**src/rtl/spi_xfer_ctrl_if.sv**
```systemverilog
// ---------------------------------------------------------------------------
// spi_xfer_ctrl_if
//
// Purpose: groups the request/response and serial-line signals of the
// spi_xfer_ctrl transfer controller into one bundle.
//
// Signals:
//   start      host -> ctrl   transfer request (taken only while busy = 0)
//   slave_sel  host -> ctrl   index of the chip select to assert
//   tx_data    host -> ctrl   word to send
//   miso       chain -> ctrl  serial data returned from the SPI chain
//   s_clk      ctrl -> chain  SPI serial clock, idles low
//   spi_cs     ctrl -> chain  one-hot active-high chip selects
//   mosi       ctrl -> chain  serial data out
//   rx_data    ctrl -> host   last received word
//   busy       ctrl -> host   transfer in progress
//   done       ctrl -> host   one-cycle pulse when rx_data is updated
//
// Modports:
//   master  the host/bench side that drives requests and miso
//   slave   the controller side
// ---------------------------------------------------------------------------
interface spi_xfer_ctrl_if #(
    parameter int DATA_W = 8,
    parameter int NUM_CS = 4
);
    localparam int SEL_W = (NUM_CS > 1) ? $clog2(NUM_CS) : 1;

    logic              start;
    logic [SEL_W-1:0]  slave_sel;
    logic [DATA_W-1:0] tx_data;
    logic              miso;
    logic              s_clk;
    logic [NUM_CS-1:0] spi_cs;
    logic              mosi;
    logic [DATA_W-1:0] rx_data;
    logic              busy;
    logic              done;

    modport master (
        output start,
        output slave_sel,
        output tx_data,
        output miso,
        input  s_clk,
        input  spi_cs,
        input  mosi,
        input  rx_data,
        input  busy,
        input  done
    );

    modport slave (
        input  start,
        input  slave_sel,
        input  tx_data,
        input  miso,
        output s_clk,
        output spi_cs,
        output mosi,
        output rx_data,
        output busy,
        output done
    );
endinterface

```
**src/rtl/spi_xfer_ctrl.sv**
```systemverilog
// ---------------------------------------------------------------------------
// spi_xfer_ctrl
//
// Purpose: host-side SPI mode-0 transfer controller. A parallel request is
// turned into chip-select, serial clock and serial data; the returned
// serial stream is assembled into rx_data.
//
// Ports:
//   clk    system clock, every register on its rising edge
//   reset  synchronous active-high reset
//   bus    spi_xfer_ctrl_if.slave (start, slave_sel, tx_data, miso in;
//          s_clk, spi_cs, mosi, rx_data, busy, done out)
//
// Parameters:
//   DATA_W   bits per transfer (>= 2)
//   CLK_DIV  clk cycles per s_clk half-period (>= 1)
//   CS_GAP   clk cycles of chip-select setup and hold (>= 1)
//   NUM_CS   number of one-hot chip-select outputs
//
// Build option:
//   SPI_XFER_CTRL_LSB_FIRST_EN  when defined, data goes LSB first in both
//                               directions; otherwise MSB first.
//
// Sequence: IDLE -> SETUP -> SHIFT -> HOLD -> DONE -> IDLE.
// s_clk, spi_cs and mosi come straight from registers so they cannot glitch.
// ---------------------------------------------------------------------------
module spi_xfer_ctrl #(
    parameter int DATA_W  = 8,
    parameter int CLK_DIV = 2,
    parameter int CS_GAP  = 1,
    parameter int NUM_CS  = 4
) (
    input  logic           clk,
    input  logic           reset,
    spi_xfer_ctrl_if.slave bus
);

    localparam int SEL_W = (NUM_CS > 1)  ? $clog2(NUM_CS)  : 1;
    localparam int GAP_W = (CS_GAP > 1)  ? $clog2(CS_GAP)  : 1;
    localparam int DIV_W = (CLK_DIV > 1) ? $clog2(CLK_DIV) : 1;
    localparam int BIT_W = $clog2(DATA_W);

    localparam logic [GAP_W-1:0] GAP_LAST = GAP_W'(CS_GAP - 1);
    localparam logic [DIV_W-1:0] DIV_LAST = DIV_W'(CLK_DIV - 1);
    localparam logic [BIT_W-1:0] BIT_LAST = BIT_W'(DATA_W - 1);

    localparam logic [2:0] ST_IDLE  = 3'd0;
    localparam logic [2:0] ST_SETUP = 3'd1;
    localparam logic [2:0] ST_SHIFT = 3'd2;
    localparam logic [2:0] ST_HOLD  = 3'd3;
    localparam logic [2:0] ST_DONE  = 3'd4;

    logic [2:0]        state_q,   state_d;
    logic [GAP_W-1:0]  gap_q,     gap_d;
    logic [DIV_W-1:0]  div_q,     div_d;
    logic [BIT_W-1:0]  bit_q,     bit_d;
    logic [DATA_W-1:0] tx_sh_q,   tx_sh_d;
    logic [DATA_W-1:0] rx_sh_q,   rx_sh_d;
    logic              s_clk_q,   s_clk_d;
    logic [NUM_CS-1:0] cs_q,      cs_d;
    logic              mosi_q,    mosi_d;
    logic [DATA_W-1:0] rx_data_q, rx_data_d;
    logic              busy_q,    busy_d;
    logic              done_q,    done_d;

    // One-hot decode of the requested select. An index at or above NUM_CS
    // matches no output, so such a transfer runs with every select low.
    logic [NUM_CS-1:0] cs_dec;

    for (genvar gi = 0; gi < NUM_CS; gi++) begin : g_cs_dec
        assign cs_dec[gi] = (bus.slave_sel == SEL_W'(gi));
    end

    // Bit-order dependent datapath. The transmit register rotates rather
    // than shifts: the bit leaving one end is never looked at again, and
    // rotating keeps every register bit in use.
    logic              first_bit;
    logic [DATA_W-1:0] tx_rot;
    logic              next_bit;
    logic [DATA_W-1:0] rx_shifted;

`ifdef SPI_XFER_CTRL_LSB_FIRST_EN
    assign first_bit  = bus.tx_data[0];
    assign tx_rot     = {tx_sh_q[0], tx_sh_q[DATA_W-1:1]};
    assign next_bit   = tx_rot[0];
    assign rx_shifted = {bus.miso, rx_sh_q[DATA_W-1:1]};
`else
    assign first_bit  = bus.tx_data[DATA_W-1];
    assign tx_rot     = {tx_sh_q[DATA_W-2:0], tx_sh_q[DATA_W-1]};
    assign next_bit   = tx_rot[DATA_W-1];
    assign rx_shifted = {rx_sh_q[DATA_W-2:0], bus.miso};
`endif

    always_comb begin
        state_d   = state_q;
        gap_d     = gap_q;
        div_d     = div_q;
        bit_d     = bit_q;
        tx_sh_d   = tx_sh_q;
        rx_sh_d   = rx_sh_q;
        s_clk_d   = s_clk_q;
        cs_d      = cs_q;
        mosi_d    = mosi_q;
        rx_data_d = rx_data_q;
        busy_d    = busy_q;
        done_d    = 1'b0;

        case (state_q)
            ST_IDLE: begin
                if (bus.start) begin
                    state_d = ST_SETUP;
                    tx_sh_d = bus.tx_data;
                    rx_sh_d = '0;
                    cs_d    = cs_dec;
                    mosi_d  = first_bit;
                    busy_d  = 1'b1;
                    gap_d   = '0;
                    div_d   = '0;
                    bit_d   = '0;
                end
            end

            ST_SETUP: begin
                if (gap_q == GAP_LAST) begin
                    gap_d   = '0;
                    state_d = ST_SHIFT;
                end else begin
                    gap_d = gap_q + 1'b1;
                end
            end

            ST_SHIFT: begin
                if (div_q == DIV_LAST) begin
                    div_d   = '0;
                    s_clk_d = ~s_clk_q;
                    if (!s_clk_q) begin
                        // Rising edge: sample the returned bit.
                        rx_sh_d = rx_shifted;
                    end else if (bit_q == BIT_LAST) begin
                        // Falling edge after the final bit: mosi keeps the
                        // last bit through the hold window.
                        state_d = ST_HOLD;
                        gap_d   = '0;
                    end else begin
                        // Falling edge: present the next bit.
                        tx_sh_d = tx_rot;
                        mosi_d  = next_bit;
                        bit_d   = bit_q + 1'b1;
                    end
                end else begin
                    div_d = div_q + 1'b1;
                end
            end

            ST_HOLD: begin
                if (gap_q == GAP_LAST) begin
                    gap_d   = '0;
                    state_d = ST_DONE;
                    cs_d    = '0;
                    mosi_d  = 1'b0;
                    busy_d  = 1'b0;
                end else begin
                    gap_d = gap_q + 1'b1;
                end
            end

            ST_DONE: begin
                // start is not looked at here; a new request is taken in
                // the IDLE cycle that follows.
                rx_data_d = rx_sh_q;
                done_d    = 1'b1;
                state_d   = ST_IDLE;
            end

            default: begin
                state_d = ST_IDLE;
                s_clk_d = 1'b0;
                cs_d    = '0;
                mosi_d  = 1'b0;
                busy_d  = 1'b0;
            end
        endcase
    end

    always_ff @(posedge clk) begin
        if (reset) begin
            state_q   <= ST_IDLE;
            gap_q     <= '0;
            div_q     <= '0;
            bit_q     <= '0;
            tx_sh_q   <= '0;
            rx_sh_q   <= '0;
            s_clk_q   <= 1'b0;
            cs_q      <= '0;
            mosi_q    <= 1'b0;
            rx_data_q <= '0;
            busy_q    <= 1'b0;
            done_q    <= 1'b0;
        end else begin
            state_q   <= state_d;
            gap_q     <= gap_d;
            div_q     <= div_d;
            bit_q     <= bit_d;
            tx_sh_q   <= tx_sh_d;
            rx_sh_q   <= rx_sh_d;
            s_clk_q   <= s_clk_d;
            cs_q      <= cs_d;
            mosi_q    <= mosi_d;
            rx_data_q <= rx_data_d;
            busy_q    <= busy_d;
            done_q    <= done_d;
        end
    end

    assign bus.s_clk   = s_clk_q;
    assign bus.spi_cs  = cs_q;
    assign bus.mosi    = mosi_q;
    assign bus.rx_data = rx_data_q;
    assign bus.busy    = busy_q;
    assign bus.done    = done_q;

endmodule

```
**src/flat_wrapper.sv**
```systemverilog
// flat-port wrapper written by rule: the top's interface ports become plain ports
module spi_xfer_ctrl_flat 
#(
    parameter int DATA_W  = 8,
    parameter int CLK_DIV = 2,
    parameter int CS_GAP  = 1,
    parameter int NUM_CS  = 4
)
  (clk, reset, bus_start, bus_slave_sel, bus_tx_data, bus_miso, bus_s_clk, bus_spi_cs, bus_mosi, bus_rx_data, bus_busy, bus_done);
  spi_xfer_ctrl_if #(.DATA_W(DATA_W), .NUM_CS(NUM_CS)) bus_i ();
  input  logic clk;
  input  logic reset;
  input wire logic [$bits(bus_i.start)-1:0] bus_start;
  input wire logic [$bits(bus_i.slave_sel)-1:0] bus_slave_sel;
  input wire logic [$bits(bus_i.tx_data)-1:0] bus_tx_data;
  input wire logic [$bits(bus_i.miso)-1:0] bus_miso;
  output wire logic [$bits(bus_i.s_clk)-1:0] bus_s_clk;
  output wire logic [$bits(bus_i.spi_cs)-1:0] bus_spi_cs;
  output wire logic [$bits(bus_i.mosi)-1:0] bus_mosi;
  output wire logic [$bits(bus_i.rx_data)-1:0] bus_rx_data;
  output wire logic [$bits(bus_i.busy)-1:0] bus_busy;
  output wire logic [$bits(bus_i.done)-1:0] bus_done;
  assign bus_i.start = bus_start;
  assign bus_i.slave_sel = bus_slave_sel;
  assign bus_i.tx_data = bus_tx_data;
  assign bus_i.miso = bus_miso;
  assign bus_s_clk = bus_i.s_clk;
  assign bus_spi_cs = bus_i.spi_cs;
  assign bus_mosi = bus_i.mosi;
  assign bus_rx_data = bus_i.rx_data;
  assign bus_busy = bus_i.busy;
  assign bus_done = bus_i.done;
  spi_xfer_ctrl #(.DATA_W(DATA_W), .CLK_DIV(CLK_DIV), .CS_GAP(CS_GAP), .NUM_CS(NUM_CS)) u_core (.clk(clk), .reset(reset), .bus(bus_i));
endmodule
```
**config.mk**
```make
export PLATFORM = sky130hd
export DESIGN_NAME = spi_xfer_ctrl_flat
export DESIGN_NICKNAME = d
export VERILOG_FILES = /design/src/rtl/spi_xfer_ctrl_if.sv /design/src/rtl/spi_xfer_ctrl.sv /design/src/flat_wrapper.sv
export SDC_FILE = /design/constraint.sdc
export NUM_CORES = 1
export LEC_CHECK = 0
export ABC_AREA = 1
export CORE_MARGIN = 2
export CORE_UTILIZATION = 50
export CTS_BUF_LIST = sky130_fd_sc_hd__clkbuf_8
export CTS_CLUSTER_DIAMETER = 200
export CTS_CLUSTER_SIZE = 14
export DETAILED_ROUTE_END_ITERATION = 8
export PLACE_DENSITY = 0.8
export SYNTH_ARGS = -nofsm -noshare
export SYNTH_HDL_FRONTEND = slang
export SYNTH_SLANG_ARGS = --single-unit
```
**constraint.sdc**
```tcl
create_clock -name clk -period 3.8 [get_ports clk]
set_input_delay 0.57 -clock clk [delete_from_list [all_inputs] [get_ports clk]]
set_output_delay 0.57 -clock clk [all_outputs]
set_load 0.1 [all_outputs]
```
Word-level counts from Yosys, hierarchy flattened

Index checks and enable logic that the tools add are counted.

Add/subtract/negate cells: 3
Eq/ne operators: 16
Mux-type cells: 43
Bitwise logic cells: 4
Reductions and logical operators: 16

Operator list:

| cell                                                | count |
|---|---|
| two-way mux 8 bit                                   | 7 |
| case mux 8 bit (2 select lines)                     | 2 |
| two-way mux 3 bit                                   | 10 |
| two-way mux 1 bit                                   | 14 |
| case mux 3 bit (4 select lines)                     | 1 |
| case mux 4 bit (3 select lines)                     | 1 |
| AND reduction 6 bit                                 | 2 |
| != test 2 bit, second input constant                | 5 |
| AND reduction 5 bit                                 | 2 |
| two-way mux 4 bit                                   | 2 |
| equality test 3 x 2 -> 1 bit, second input constant | 2 |
| equality test 3 bit, second input constant          | 2 |
| != test 2 x 1 -> 1 bit, second input constant       | 3 |
| case mux 1 bit (3 select lines)                     | 2 |
| case mux 3 bit (2 select lines)                     | 1 |
| equality test 2 bit, second input constant          | 2 |
| inverter 1 bit                                      | 4 |
| case mux 1 bit (2 select lines)                     | 2 |
| case mux 1 bit (4 select lines)                     | 1 |
| AND reduction 2 bit                                 | 2 |
| AND reduction 4 bit                                 | 1 |
| OR reduction 2 bit                                  | 2 |
| OR reduction 4 bit                                  | 1 |
| adder 3 x 1 -> 3 bit, second input constant         | 1 |
| other kinds (9)                                     | 10 |

Flip-flop bits (word level): 40
Output and inout bits: 16
Logic and storage cells: 94

Logic depth before layout (Yosys ltp)

Word-level depth: 5
Mapped depth: 9
Gate-level depth less buffers: 8

Worst setup path before layout

No wires, ideal clock.

Path kind: flip-flop to flip-flop
From: register u_core.s_clk_q, in the netlist u_core.bus.s_clk
To: register u_core.tx_sh_q[0]
Setup time: 0.113 ns
Data arrival time: 1.846 ns
Slack: 1.841 ns
Cell stages (with the launch flop): 7
Buffers on the path: 1
Period minus slack after synthesis: 1.959 ns
Cells stage by stage: dfxtp_1 -> inv_1 -> o21ai_1 -> nand3_4 -> buf_6 -> nor2_1 -> nor2_1

Cells in the longest elaborated chain, start to end: 2

RTL lines:

| item                             | line                 | text |
|---|---|---|
| start, declared                  | spi_xfer_ctrl.sv:59  | `logic s_clk_q, s_clk_d;` |
| start signal, assigned           | spi_xfer_ctrl.sv:206 | `s_clk_q <= s_clk_d;` |
| != test 2 x 1 -> 1 bit (no line) | --                   |  |
| AND reduction 5 bit (no line)    | --                   |  |
| end signal, assigned             | spi_xfer_ctrl.sv:204 | `tx_sh_q <= tx_sh_d;` |
| end, declared                    | spi_xfer_ctrl.sv:57  | `logic [DATA_W-1:0] tx_sh_q, tx_sh_d;` |

Every way passes these cells.
A chain may end at the register's enable or synchronous reset.

Worst setup path in the final report

From: register u_core.s_clk_q, in the netlist u_core.bus.s_clk
To: output bus_s_clk

RTL lines:

| item          | line               | text |
|---|---|---|
| end, declared | flat_wrapper.sv:17 | `output wire logic [$bits(bus_i.s_clk)-1:0] bus_s_clk;` |

No word-level cell between the ends.

==> key figures <==
Logic synthesis
  – Syn nets: 284
  – Ys async rst share: 0
  – Area contributors post-synth: dfxtp_1 (43%), nor2_1 (15%), nand2_1 (13%)
  – Cells after synthesis: 268
  – Synth Warn #: 0
  – Seq cells post-synth: 39
  – Post-Synthesis Cell Area: 0.00180 mm^2
  – Top-area cell type share of the netlist area: 0.434
  – Sequential-to-total area share from yosys stat: 0.434
  – Mean post-synth cell area: 6.71 um^2
  – Post-synth top flop: dfxtp_1
  – Largest area contributor in the synthesized netlist: dfxtp_1
  – Post-synth EDFFs: 0
  – Synth cell types: 23

Clock tree
  – Htree depth: 2
  – PostCTS Resize Cnt: 0
  – Total CTS buffers: 5
  – CTS Root Buffer Type: clkbuf_8
  – Clock Sinks: 39
  – CTS Hold Bufs: 0
  – CTS max path bufs: 2
  – Clock-pin slew on the worst setup and hold paths: 0.07 ns
  – Post-CTS Setup Bufs: 0
  – CTS tree: built
  – Worst-Skew Late Latency: 0.29 ns

STA
  – Final setup viols: 0
  – Highest clock rate: 412 MHz
  – Final period util: 0.638
  – Fin crit period: 2.43 ns
  – Max Clock Skew: 0.00242 ns
  – Tightest Pin Transition: 0.963 ns
  – Max-slew violation count: 0
  – Final Hold Vio Count: 0
  – Relative slew margins: 0.356
  – RSZ-0062 raised after global routing: no
  – Fin Setup TNS: 0 ns

Placement
  – Placed Area: 0.00209 mm^2
  – I/O Buffers: 29
  – Routability congestion estimate: 0.813
  – Post-DP HPWL: 2320 um

Global route
  – Total gr overflow: 0
  – Initial antenna violation count: 0
  – Number of global-route vias before repair: 1,472
  – Overall routing resource usage: 0.183
  – Largest net degree at the start of global routing: 34
  – First-pass GRT wire length: 6000 um

Critical path
  – CP max stage delay: 1.16 ns
  – Crit path capture type: output pin
  – Critical path cell sequence: clkdlybuf4s50_1
  – Critical path's top delay family: buffers and inverters
  – Critical Path RT: 3.23 ns
  – Critical Setup Path Class: reg2out
  – Critical Path Start Type: flip-flop
  – WP buf/inv: 1
  – CP max stage cell: clkdlybuf4s50_1
  – Peak fanout along the critical path: 3
  – Crit path DAT: 1.86 ns

Routing
  – Starting DRT DRC Count: 73
  – Drc violations: 0
  – WL final: 3340 um
  – DRT Pass-1 Iters: 4
  – Vias: 1,637
  – Post-route ant nets: 0
  – DR vias/cell: 4.79
  – Avg WL per Cell: 9.76 um

Floorplan
  – Initial core utilization: 0.530
  – Core area: 0.00339 mm^2
  – DIE AREA: 0.00409 mm^2
  – Num rows: 21
  – Die width: 64.0 um
  – IO Count: 30
  – Die Height: 64.0 um

Layout
  – Net count of the finished layout: 311
  – # diodes: 0
  – Layout cells sized above 1: 0.0541
  – Area Overhead vs Synth: 22.9%
  – Final design utilization: 0.652
  – Final Cell Area: 0.00221 mm^2

Power
  – Max IR drop VDD: 0.000350 V
  – Power, Total: 1.88 mW
  – Leak: 1.02 nW
  – P per Cell Area: 852 mW/mm^2

Outcome
  – Status: complete, no violations

Min path
  – Hold Path Class: reg2reg

Flow run
  – Max Cap Viol: 0
## metrics by stage
step / setup WS, ns / hold WS [ns] / instances
floorplan: 1.84 / 0.435 / 268
CTS: 1.38 / 0.475 / 342
finish: 1.37 / 0.474 / 342
detailed placement: 1.55 / 0.456 / 334
global placement: 1.61 / 0.448 / 334
global route: 1.35 / 0.503 / 342
## layout make-up
type,instances,area (um^2)
Clock buffer,6,82.6
Timing Repair Buffer,29,290
Multi-Input combinational cell,193,862
Tap cell,46,57.6
Clock inverter,2,35.0
Inverter,27,101
Fill cell,287,1180
Sequential cell,39,781
## state kept, by name, indices dropped and copies added, names as in the netlist
register	count
u_core.bus.rx_data	8
u_core.rx_sh_q	8
u_core.tx_sh_q	8
u_core.bus.spi_cs	4
u_core.bit_q	3
u_core.state_q	3
u_core.bus.busy	1
u_core.bus.done	1
u_core.bus.mosi	1
u_core.bus.s_clk	1
u_core.div_q	1
## synthesized netlist by cell type (4+ instances only)
cell / instances
nand3_1: 17
inv_1: 25
nand2_1: 64
buf_2: 4
nor3_1: 4
nor2_1: 70
o21ai_0: 19
dfxtp_1: 39
a21oi_1: 6
## report_power, final
part	internal, mW	switching (mW)
logic	0.263	0.637
registers	0.545	0.0768
clock network	0.212	0.148
## placed cells by master, fill, tap and decap left out
master	instances
o21ai_0	19
bufinv_16	1
dfxtp_1	39
nand3_2	1
nor2_2	1
nand3_1	17
nand4_2	1
ha_1	2
a21oi_4	1
inv_1	25
inv_2	2
nand3_4	1
nor3_1	4
o21ai_1	2
clkbuf_8	6
nand3b_2	1
clkdlybuf4s50_1	29
a211oi_1	1
nor2_1	70
nand4_1	2
a21oi_1	6
clkinv_2	1
nand2_1	64
## final timing paths
| check | startpoint | to | slack (ns) | cells after the start |
|---|---|---|---|---|
| setup / recovery | u_core.bus.s_clk | bus_s_clk | 1.37 | 1 |
| hold / removal | u_core.bus.spi_cs[3] | u_core.bus.spi_cs[3] | 0.47 | 2 |
| setup reg to reg | u_core.state_q[1] | u_core.tx_sh_q[7] | 1.86 | 7 |
| hold reg to reg | u_core.bus.spi_cs[3] | u_core.bus.spi_cs[3] | 0.47 | 2 |
## layer usage
| metal | track usage | vias up | wire (um) |
|---|---|---|---|
| met5 | 0 | - | 0 |
| met4 | 0.0652 | 0 | 38 |
| met3 | 0.0528 | 3 | 162 |
| met2 | 0.319 | 35 | 1560 |
| met1 | 0.212 | 706 | 1580 |
| li1 | - | 893 | - |
## kinds of logic (layout without fill, tap and decap cells)
kind of cell	Yosys count	in the layout	share of synthesized area
fa+ha+maj	2	2	0.0139
flops	39	39	0.434
simple gates	162	162	0.377
compound gates	29	29	0.0884
buf+inv	36	64	0.0863
No activity file was read; power rests on OpenSTA's default activity.
